File: config.mk
export PLATFORM = sky130hd
export DESIGN_NAME = retire_sb
export DESIGN_NICKNAME = d
export VERILOG_FILES = /design/src/rtl/retire_sb.sv
export SDC_FILE = /design/constraint.sdc
export NUM_CORES = 1
export LEC_CHECK = 0
export CAP_MARGIN = 25
export CORE_AREA = 4 4 173 141
export CTS_CLUSTER_SIZE = 8
export DETAILED_ROUTE_END_ITERATION = 16
export DIE_AREA = 0 0 177 145
export GPL_TIMING_DRIVEN = 1
export PLACE_DENSITY = 0.85
export SLEW_MARGIN = 40
export SYNTH_ARGS = -nofsm -noshare
export SYNTH_HDL_FRONTEND = slang
export SYNTH_SLANG_ARGS = --single-unit
File: constraint.sdc
create_clock -name clk -period 7.25 [get_ports clk]
set_input_delay 0.725 -clock clk [delete_from_list [all_inputs] [get_ports clk]]
set_output_delay 0.725 -clock clk [all_outputs]
set_load 0.05 [all_outputs]
File: src/rtl/retire_sb.sv
// Retire stage with tag-ordered commit, exception/interrupt arbitration and a
// small in-order store buffer that drains to memory over a req/gnt handshake.
module retire_sb #(
    parameter int unsigned TAG_W    = 4,
    parameter int unsigned SB_DEPTH = 4
) (
    input  logic             clk,
    input  logic             reset,
    input  logic             valid_i,
    input  logic [TAG_W-1:0] tag_i,
    input  logic             we_i,
    input  logic             jump_i,
    input  logic [31:0]      result0_i,
    input  logic [31:0]      result1_i,
    input  logic [3:0]       we_mem_i,
    input  logic             load_i,
    input  logic [2:0]       funct3_i,
    input  logic [31:0]      load_data_i,
    input  logic             illegal_i,
    input  logic             ecall_i,
    input  logic             ebreak_i,
    input  logic             mret_i,
    input  logic             irq_pending_i,
    output logic             reg_we_o,
    output logic [31:0]      wr_data_o,
    output logic             jump_o,
    output logic [31:0]      new_pc_o,
    output logic [TAG_W-1:0] curr_tag_o,
    output logic             raise_exc_o,
    output logic [3:0]       exc_code_o,
    output logic             mret_o,
    output logic             irq_ack_o,
    output logic             stall_o,
    output logic             mem_req_o,
    output logic [31:0]      mem_addr_o,
    output logic [31:0]      mem_wdata_o,
    output logic [3:0]       mem_be_o,
    input  logic             mem_gnt_i,
    output logic             sb_empty_o
);

    localparam int unsigned PTR_W = (SB_DEPTH > 1) ? $clog2(SB_DEPTH) : 1;
    localparam int unsigned CNT_W = $clog2(SB_DEPTH + 1);

    logic [TAG_W-1:0] curr_tag;
    logic [PTR_W-1:0] rd_ptr;
    logic [PTR_W-1:0] wr_ptr;
    logic [CNT_W-1:0] count;
    logic [31:0]      addr_mem [SB_DEPTH];
    logic [31:0]      data_mem [SB_DEPTH];
    logic [3:0]       be_mem   [SB_DEPTH];

    logic        full;
    logic        empty;
    logic        tag_match;
    logic        is_store;
    logic        live;
    logic        push;
    logic        pop;
    logic        head_vis;
    logic        tag_inc;
    logic [31:0] load_shift;
    logic [31:0] load_ext;

    assign full      = (count == CNT_W'(SB_DEPTH));
    assign empty     = (count == '0);
    assign tag_match = valid_i & (tag_i == curr_tag);
    assign is_store  = |we_mem_i;
    // Full buffer holds the store even if the head is granted this cycle.
    assign stall_o   = tag_match & is_store & full;
    assign live      = tag_match & ~stall_o;

    always_comb begin
        exc_code_o = 4'd0;
        if (live) begin
            if (illegal_i)     exc_code_o = 4'd2;
            else if (ecall_i)  exc_code_o = 4'd11;
            else if (ebreak_i) exc_code_o = 4'd3;
        end
    end

    assign raise_exc_o = live & (illegal_i | ecall_i | ebreak_i);
    assign reg_we_o    = live & we_i & ~raise_exc_o;
    assign jump_o      = live & jump_i & ~raise_exc_o;
    assign new_pc_o    = jump_o ? result1_i : 32'd0;
    assign mret_o      = live & mret_i & ~raise_exc_o;
    assign irq_ack_o   = live & irq_pending_i & ~jump_i & ~mret_i & ~raise_exc_o & ~is_store;
    assign tag_inc     = jump_o | raise_exc_o | mret_o | irq_ack_o;
    assign curr_tag_o  = curr_tag;

    always_comb begin
        load_shift = load_data_i >> {result1_i[1:0], 3'b000};
        case (funct3_i)
            3'b000:  load_ext = {{24{load_shift[7]}}, load_shift[7:0]};
            3'b001:  load_ext = {{16{load_shift[15]}}, load_shift[15:0]};
            3'b100:  load_ext = {24'd0, load_shift[7:0]};
            3'b101:  load_ext = {16'd0, load_shift[15:0]};
            default: load_ext = load_shift;
        endcase
    end

    assign wr_data_o = load_i ? load_ext : result0_i;

    // Head is hidden while reset is held so a pending handshake is abandoned.
    assign head_vis    = ~empty & ~reset;
    assign mem_req_o   = head_vis;
    assign mem_addr_o  = head_vis ? addr_mem[rd_ptr] : 32'd0;
    assign mem_wdata_o = head_vis ? data_mem[rd_ptr] : 32'd0;
    assign mem_be_o    = head_vis ? be_mem[rd_ptr]   : 4'd0;
    assign sb_empty_o  = empty | reset;

    assign push = live & is_store & ~raise_exc_o;
    assign pop  = head_vis & mem_gnt_i;

    always_ff @(posedge clk) begin
        if (reset) begin
            curr_tag <= '0;
            rd_ptr   <= '0;
            wr_ptr   <= '0;
            count    <= '0;
        end else begin
            if (tag_inc) curr_tag <= curr_tag + TAG_W'(1);
            if (push)    wr_ptr   <= wr_ptr + PTR_W'(1);
            if (pop)     rd_ptr   <= rd_ptr + PTR_W'(1);
            count <= count + CNT_W'(push) - CNT_W'(pop);
        end
    end

    // Payload storage needs no reset; validity is tracked by count.
    always_ff @(posedge clk) begin
        if (push) begin
            addr_mem[wr_ptr] <= result1_i;
            data_mem[wr_ptr] <= result0_i;
            be_mem[wr_ptr]   <= we_mem_i;
        end
    end

endmodule
==> results of run 1 <==
==> flip-flops by register name, indices dropped and copies added (netlist names), named ones only <==
| signal | cells |
|---|---|
| wr_ptr | 2 |
| count | 3 |
| be_mem | 16 |
| addr_mem | 128 |
| rd_ptr | 2 |
| curr_tag_o | 4 |
| data_mem | 128 |
==> routing by layer <==
metal  vias up  part of all wire, %  global-route usage, %
met4         0                  1.8                   5.26
li1       3290                    -                      -
met5         -                    0                      0
met2       326                   49                   38.3
met1      3678                   40                   31.4
met3        45                  8.6                   5.96
==> power by group through the flow <==
| stage | clock network, W | registers, W | logic (W) |
|---|---|---|---|
| 6_report | 0.00167 | 0.00184 | 0.000887 |
| 4_1_cts | 0.00171 | 0.00184 | 0.000894 |
| 3_5_place_dp | 0 | 0.00187 | 0.000889 |
| 3_3_place_gp | 0 | 0.00187 | 0.000877 |
| 2_1_floorplan | 0 | 0.00185 | 0.000578 |
| 5_1_grt | 0.00179 | 0.00184 | 0.000932 |
==> logic make-up (layout without fill, tap and decap cells) <==
logic type | Yosys count | count (layout) | synth area share (%)
other | 1 | 1 | 0.0305
DFF | 285 | 285 | 68.6
adders and majority gates | 8 | 8 | 0.876
muxes | 95 | 95 | 14.9
and+or+nand+nor | 207 | 207 | 10.1
buffers and inverters | 50 | 346 | 1.97
AOI/OAI and AO/OA | 54 | 54 | 2.83
xor gates and xnor gates | 10 | 10 | 0.713
==> worst min-delay path, stage by stage, from the launching register on <==
cell	delay [ps]
dfxtp_1	320
xor2_1	70
nor2_1	100
==> layout make-up <==
cell class              instances  area (µm²)
flip-flops and latches        285        8440
fillers                      1407        6010
multi-input cells             375        3630
repair buffers                279        2890
clock buffers                  56        1080
well taps                     306         383
clock inverters                 4        42.5
inverters                       7        28.8
==> final timing paths <==
kind	end	slack, ps	depth (start not counted)
max	wr_data_o[28]	2710	8
min	register	520	2
max reg2reg	count[2]$_SDFF_PP0_	4470	11
min reg2reg	register	520	2
==> cell usage after synthesis (2+ instances only) <==
master,n
nor2_1,40
mux2_2,8
xor2_1,2
mux4_2,69
nand3b_1,2
buf_1,2
a211oi_1,7
nor3b_2,2
nand3_1,3
o2bb2ai_1,2
buf_4,3
and2_4,28
clkbuf_1,24
o22a_1,8
nor3_1,4
ha_1,7
buf_6,4
and3_2,2
edfxtp_1,272
nand2_1,25
a21oi_1,26
or2_2,3
and2_1,76
dfxtp_1,13
xnor2_1,8
buf_2,10
and2_2,2
nor2b_1,10
inv_1,7
mux2i_1,18
o21ai_0,7
==> stage by stage <==
| step | instances | area [µm²] | power [W] | setup slack, ps | utilization, % |
|---|---|---|---|---|---|
| global route | 1312 | 16500 | 0.00456 | 2590 | 73.3 |
| CTS | 1312 | 16500 | 0.00444 | 2630 | 73.2 |
| finish | 1312 | 16500 | 0.00439 | 2710 | 73.3 |
| global placement | 1242 | 15100 | 0.00275 | 2670 | 67.3 |
| detailed placement | 1252 | 15400 | 0.00276 | 2640 | 68.2 |
| floorplan | 710 | 12300 | 0.00243 | 3540 | - |
==> flow_metrics.tcl, run 1 <==
set metrics [dict create \
    finalCritPeriodShare_pct 62.7 \
    dpl.hpwl_mm 20.1 \
    status "completed" \
    worstSetupEndpointType "output port" \
    path_cells "clkdlybuf4s50_1 > buf_4 > nor2b_1 > o2bb2ai_1 > a31oi_2 > and2_1 > a21oi_1 > clkdlybuf4s50_1" \
    p_seq_share_pct 41.8 \
    cp_slowest_stage_delay_ps 830 \
    die-area_mm2 0.0257 \
    drtAntennaViolNets 0 \
    drt-initial-drc-count 672 \
    p_leak_nw 5.42 \
    relSlewSlack_pct 56.3 \
    hold_class "register to register" \
    worst-setup-path-type "input port to output port" \
    power_density_mw_per_mm2 266 \
    final-max-slew-violation-count 0 \
    grt_max_degree 72 \
    postCtsSetupBuffers 0 \
    vias_per_cell 5.59 \
    pin_count 267 \
    hold_buffers 0 \
    synth_cell_types 47 \
    p_sw_w 0.00121 \
    antenna_found_initial 0 \
    finalSetupViolCount 0 \
    required_ps 6520 \
    gp_congestion 0.891 \
    cpMostUsedCell "clkdlybuf4s50_1" \
    ys_seq_area_share_pct 68.6 \
    grt_pass1_wl_mm 45.8 \
    synth_area_per_cell_um2 17.3 \
    sw_frac_of_total_pct 27.5 \
    ys_ff_latch 285 \
    diodes 0 \
    grt.total_usage_pct 23.2 \
    cts_resized 0 \
    setup-tns-final_ps 0 \
    dieHeight_um 145 \
    drtPass1Iterations 5 \
    holdWs_ps 525 \
    period_minus_slack_ps 4540 \
    clock_power_share_pct 38.0 \
    crit_buf_inv 3 \
    tightest_slew_ps 655 \
    syn-num-nets 837 \
    critPathLaunch "result1_i[0]" \
    rsz0062_at_grt "no" \
    combPwrFrac_pct 20.2 \
    port_buffers 265 \
    cp.arrival_ps 3820 \
    mostFrequentLayoutCell "edfxtp_1" \
    postSynthCellCount 710 \
    cts_tree "yes" \
    drt_wl_total_mm 29.8 \
    startpoint_type "input port" \
    cts_buffer_depth 3 \
    rows 49 \
    yosysWarningCount 0 \
    critical_path.max_fanout 38 \
    routedWlPerCell_um 22.7 \
    synth_top_flop_cell "edfxtp_1" \
    start_util_pct 54.6 \
    grt_pass1_vias 7859 \
    slowest_stage "clkdlybuf4s50_1" \
    areaGrowthSynthToFinish_pct 34.3 \
    path_delay_family "buffers and inverters" \
    r2r-start "count[1]$_SDFF_PP0_" \
    drc 0 \
    hold_violations 0 \
    grt_overflow 0 \
    core_area_mm2 0.0225 \
    finalClockSkew_ps 16.7 \
    drive_above_1_share_pct 18.8 \
    vias 7339 \
    die_x_um 177 \
    syn_area_mm2 0.0123 \
    hp-start "rd_ptr[1]$_SDFFE_PP0P_" \
    synthArstFlopShare_pct 0 \
    clkSlewWorstSetupHoldPaths_ps 50 \
    max_freq_mhz 220 \
    synth_top_area_share_pct 66.5 \
    final_cell_mix "edfxtp_1, clkdlybuf4s50_1, and2_1" \
    cts_inserted_buffers 41 \
    h-tree-depth 2 \
    cts_root_buf "clkbuf_16" \
    maxCapViolations 0 \
    final_nets 1116 \
    clk_latency_ps 510 \
    clock-sinks 285 \
    p_int_w 0.00319 \
    synthTopCellsByArea "edfxtp_1, mux4_2, and2_1" \
    irDropWorstVdd_mv 0.183 \
    yosysTopAreaCell "edfxtp_1" \
    synth_edf_count 272 \
]
(Power assumes the default switching activity.)
==> run 2: changes to the inputs <==
- CORE_AREA: 4 4 173 141 -> 4 4 179 146
- DIE_AREA: 0 0 177 145 -> 0 0 183 150
- PLACE_DENSITY: 0.85 -> 0.8
- clock period: 7.25 -> 4.7 ns (I/O delays scaled with it)
==> run 2 against run 1 <==
Wire length down 1.9%. First-iteration DRC count is 22% lower. Worst hold slack better by 16 ps. Sequential power is 54% higher. Design area down 0.15%. Clock power up 54%. Register-to-register slack got worse by 2600 ps. Via count is 0.29% lower. Flip-flop and latch count is the same. Core utilization decreased by 5.4 points. Non-clock buffer count rose by 2.
==> flow_metrics.tcl, run 2 (same netlist as run 1, synthesis figures left out) <==
set metrics [dict create \
    status "completed" \
    die_x_um 183 \
    critPathLaunch "we_mem_i[1]" \
    h-tree-depth 2 \
    rsz0062_at_grt "no" \
    max_freq_mhz 252 \
    pin_count 267 \
    antenna_found_initial 0 \
    cp.arrival_ps 3500 \
    vias_per_cell 5.52 \
    cts_resized 0 \
    place_inst 1266 \
    endpoint "new_pc_o[26]" \
    regArea_mm2 0.00844 \
    drt-initial-drc-count 523 \
    r2r-start "count[1]$_SDFF_PP0_" \
    finish.utilization_pct 67.9 \
    clkSlewWorstSetupHoldPaths_ps 50 \
    routedWlPerCell_um 22.1 \
    drc 0 \
    drtAntennaViolNets 0 \
    clk_latency_ps 490 \
    cts_buffer_depth 3 \
    setup-tns-final_ps 0 \
    dpl.hpwl_mm 19.4 \
    rows 51 \
    hold_class "register to register" \
    final_nets 1118 \
    power_density_mw_per_mm2 413 \
    grt.total_usage_pct 21.3 \
    grt_overflow 0 \
    die-area_mm2 0.0275 \
    dieHeight_um 150 \
    multi_input_area_mm2 0.00362 \
    cts_root_buf "clkbuf_16" \
    hold_buffers 0 \
    postCtsSetupBuffers 0 \
    critical_path.max_fanout 33 \
    finalCritPeriodShare_pct 84.4 \
    place_area_mm2 0.0153 \
    areaGrowthSynthToFinish_pct 34.0 \
    grt_pass1_vias 7595 \
    drt_wl_total_mm 29.3 \
    worst-setup-path-type "input port to output port" \
    cts_tree "yes" \
    worstSetupEndpointType "output port" \
    layout.cells.non_filler 1326 \
    port_buffers 265 \
    mostFrequentLayoutCell "edfxtp_1" \
    p_leak_nw 5.43 \
    relSlewSlack_pct 57.6 \
    irDropWorstVdd_mv 0.215 \
    drtPass1Iterations 4 \
    n_fill_cell 1639 \
    hold_violations 0 \
    start_util_pct 50.6 \
    vias 7318 \
    maxCapViolations 0 \
    diodes 0 \
    reg_top3 "addr_mem: 128 flops, data_mem: 128 flops, be_mem: 16 flops" \
    finalClockSkew_ps 12.1 \
    drive_above_1_share_pct 19.4 \
    cts_inserted_buffers 41 \
    r2r_end "count[2]$_SDFF_PP0_" \
    final_cell_mix "edfxtp_1, clkdlybuf4s50_1, and2_1" \
    period_minus_slack_ps 3970 \
    grt_max_degree 39 \
    startpoint_type "input port" \
    reg2reg_depth 12 \
    core_area_mm2 0.0242 \
    required_ps 4230 \
    r2r_slack_ps 1820 \
    gp_congestion 0.877 \
    grt_pass1_wl_mm 44.6 \
    finalSetupViolCount 0 \
    final-max-slew-violation-count 0 \
    tightest_slew_ps 637 \
    clock-sinks 285 \
    final_design_area_no_fill_mm2 0.0165 \
    holdWs_ps 541 \
]
==> run 2: cell types whose count changed in the layout (fill, tap and decap cells not counted), sizes merged <==
cell	change
buf	+10
clkbuf	+3
clkdlybuf4s50	-8
inv	-3
==> run 2: metrics by stage <==
step	total power (W)	setup slack, ps
after global placement	0.00426	880
after detailed placement	0.00427	716
after global routing	0.00706	526
final	0.00679	731
after CTS	0.00687	725
after floorplan	0.00374	1230
==> run 2: area by class of cell <==
class                           instances  area share (%)
Clock buffer                           59            6.83
Timing Repair Buffer                  281            17.3
Sequential cell                       285            51.2
Clock inverter                          1          0.0988
Inverter                                7           0.160
Tap cell                              318            2.42
Multi-Input combinational cell        375            22.0
==> run 2: worst min path at each step <==
stage	from	cells after the start	endpoint
6_report	rd_ptr[1]$_SDFFE_PP0P_	2	rd_ptr[1]$_SDFFE_PP0P_
3_5_place_dp	rd_ptr[1]$_SDFFE_PP0P_	2	register
2_1_floorplan	rd_ptr[1]$_SDFFE_PP0P_	2	register
5_1_grt	rd_ptr[0]$_SDFFE_PP0P_	2	rd_ptr[0]$_SDFFE_PP0P_
4_1_cts	wr_ptr[1]$_SDFFE_PP0P_	2	wr_ptr[1]$_SDFFE_PP0P_
3_3_place_gp	rd_ptr[1]$_SDFFE_PP0P_	2	register
==> run 2: power by group <==
group / switching, W / total, W / internal, W
clock: 0.000948 / 0.00258 / 0.00163
combinational: 0.000846 / 0.00138 / 0.000538
sequential: 0.0000345 / 0.00283 / 0.00280
total: 0.00183 / 0.00679 / 0.00496
==> run 2: per-layer routing <==
| metal | wire (µm) | part of all wire (%) | GRT usage, % |
|---|---|---|---|
| met5 | 0 | 0 | 0 |
| met4 | 535 | 1.8 | 5.25 |
| met3 | 2510 | 8.6 | 5.93 |
| met2 | 14100 | 48 | 35.0 |
| met1 | 12100 | 41 | 28.6 |
==> run 2: worst max-delay path: stages <==
cell	delay, ps
clkdlybuf4s50_1	510
nor4_2	520
or2_1	190
nor3b_2	210
and3_4	530
and2_4	220
clkdlybuf4s50_1	800
==> run 3: changes to the inputs <==
- CORE_AREA: 4 4 179 146 -> 4 4 188 154
- DIE_AREA: 0 0 183 150 -> 0 0 192 158
- PLACE_DENSITY: 0.8 -> 0.76
- clock period: 4.7 -> 3.4 ns (I/O delays scaled with it)
==> run 3 against run 2 <==
Die area is 11% higher. Clock-buffer cell count shrank 1. Combinational power up 54%. Core utilization shrank 3.8 points. Clock skew up 3.6 ps. Largest cell class unchanged. Largest power group unchanged. Global-route usage down 1.1 points. Clock power increased by 39%. Flip-flop and latch count unchanged. Power is 42% higher. Critical path type is now register to output port.
==> flow_metrics.tcl, run 3 (same netlist as run 1, synthesis figures left out) <==
set metrics [dict create \
    tightest_slew_ps 802 \
    grt_pass1_wl_mm 46.5 \
    routed.top_layer "met4" \
    routedWlPerCell_um 22.1 \
    hold_violations 0 \
    relSlewSlack_pct 46.4 \
    worstSetupEndpointType "output port" \
    setup-tns-final_ps 0 \
    clk_latency_ps 520 \
    grt_max_degree 71 \
    worst-setup-path-type "register to output port" \
    drtPass1Iterations 4 \
    die_x_um 192 \
    die-area_mm2 0.0303 \
    cts_root_buf "clkbuf_16" \
    cp.arrival_ps 2790 \
    hold_buffers 0 \
    areaGrowthSynthToFinish_pct 40.6 \
    finalSetupViolCount 0 \
    final-max-slew-violation-count 0 \
    start_util_pct 45.6 \
    drc 0 \
    period_minus_slack_ps 3130 \
    finalClockSkew_ps 15.7 \
    core_area_mm2 0.0270 \
    final_nets 1126 \
    drt-met1-wl_mm 12.8 \
    power_density_mw_per_mm2 557 \
    startpoint_type "register" \
    final_cell_mix "edfxtp_1, clkdlybuf4s50_1, buf_12" \
    cts_resized 0 \
    antenna_found_initial 1 \
    hold_class "input port to register" \
    drive_above_1_share_pct 32.9 \
    pre_cts_slack_ps 363 \
    cts_inserted_buffers 41 \
    vias_per_cell 5.30 \
    grt_overflow 0 \
    finish.utilization_pct 64.1 \
    rows 54 \
    status "completed" \
    max_freq_mhz 320 \
    pin_count 267 \
    rsz0062_at_grt "no" \
    wl_met2_mm 14.7 \
    grt.total_usage_pct 20.2 \
    reg_top3 "addr_mem: 128 flops, data_mem: 128 flops, be_mem: 16 flops" \
    finalCritPeriodShare_pct 92.1 \
    p_leak_nw 5.94 \
    critical_path.max_fanout 5 \
    postCtsSetupBuffers 0 \
    gp_congestion 0.895 \
    cts_buffer_depth 3 \
    port_buffers 265 \
    required_ps 3060 \
    wl_met3_mm 2.50 \
    irDropWorstVdd_mv 0.309 \
    dpl.hpwl_mm 20.8 \
    mostFrequentLayoutCell "edfxtp_1" \
    clock-sinks 285 \
    drtAntennaViolNets 0 \
    clkSlewWorstSetupHoldPaths_ps 50 \
    dieHeight_um 158 \
    maxCapViolations 0 \
    fin_ws_ps 270 \
    drt-initial-drc-count 573 \
    cts_tree "yes" \
    vias 7323 \
    drt_wl_total_mm 30.6 \
    h-tree-depth 2 \
    grt_pass1_vias 7815 \
]
-- run 3: changes by cell type in the layout (fill, tap and decap cells not counted) --
cell	change
clkbuf_16	-1
inv_6	+1
buf_4	+57
clkinv_8	+1
diode_2	+1
clkdlybuf4s50_1	-130
buf_12	+81
-- run 3: path summary, 6_finish.rpt --
| path | from | slack [ps] | end | depth (start not counted) |
|---|---|---|---|---|
| min | result1_i[2] | 480 | addr_mem[1][2]$_DFFE_PP_ | 1 |
| max | curr_tag_o[0]$_SDFFE_PP0P_ | 270 | irq_ack_o | 5 |
| min reg2reg | rd_ptr[0]$_SDFFE_PP0P_ | 540 | register | 2 |
| max reg2reg | curr_tag_o[0]$_SDFFE_PP0P_ | 790 | count[2]$_SDFF_PP0_ | 11 |
-- run 3: report_power, final --
| part | switching [W] | internal, W | leakage [nW] |
|---|---|---|---|
| clock | 0.00137 | 0.00222 | 0.550 |
| sequential | 0.0000368 | 0.00387 | 2.55 |
| combinational | 0.00124 | 0.000893 | 2.84 |
-- run 3: area by class of cell --
| type | instances | area [µm²] |
|---|---|---|
| Fill cell | 1888 | 9690 |
| Sequential cell | 285 | 8440 |
| Multi-Input combinational cell | 375 | 3620 |
| Timing Repair Buffer | 289 | 3590 |
| Clock buffer | 58 | 1100 |
| Tap cell | 364 | 455 |
| Clock inverter | 3 | 41.3 |
| Inverter | 7 | 26.3 |
| Antenna cell | 1 | 2.50 |
-- run 3: routing by layer --
metal	track usage (%)	up-vias
met3	5.29	43
met2	33.0	302
met5	0	-
li1	-	3313
met1	27.2	3665
met4	6.01	0
-- run 3: critical path: stages (launching register included) --
cell             delay, ps
dfxtp_1                420
xnor2_1                140
nand3_1                250
or2_2                  390
nor3_1                 200
clkdlybuf4s50_1        860
-- run 3: per-stage QoR --
stage	power, W	std cells	instance area [µm²]	hold slack (ps)
2_1_floorplan	0.00517	710	12300	409
3_3_place_gp	0.00611	1320	16100	500
3_5_place_dp	0.00612	1320	16100	527
4_1_cts	0.00973	1381	17300	470
5_1_grt	0.00999	1382	17300	487
6_report	0.00962	1382	17300	484
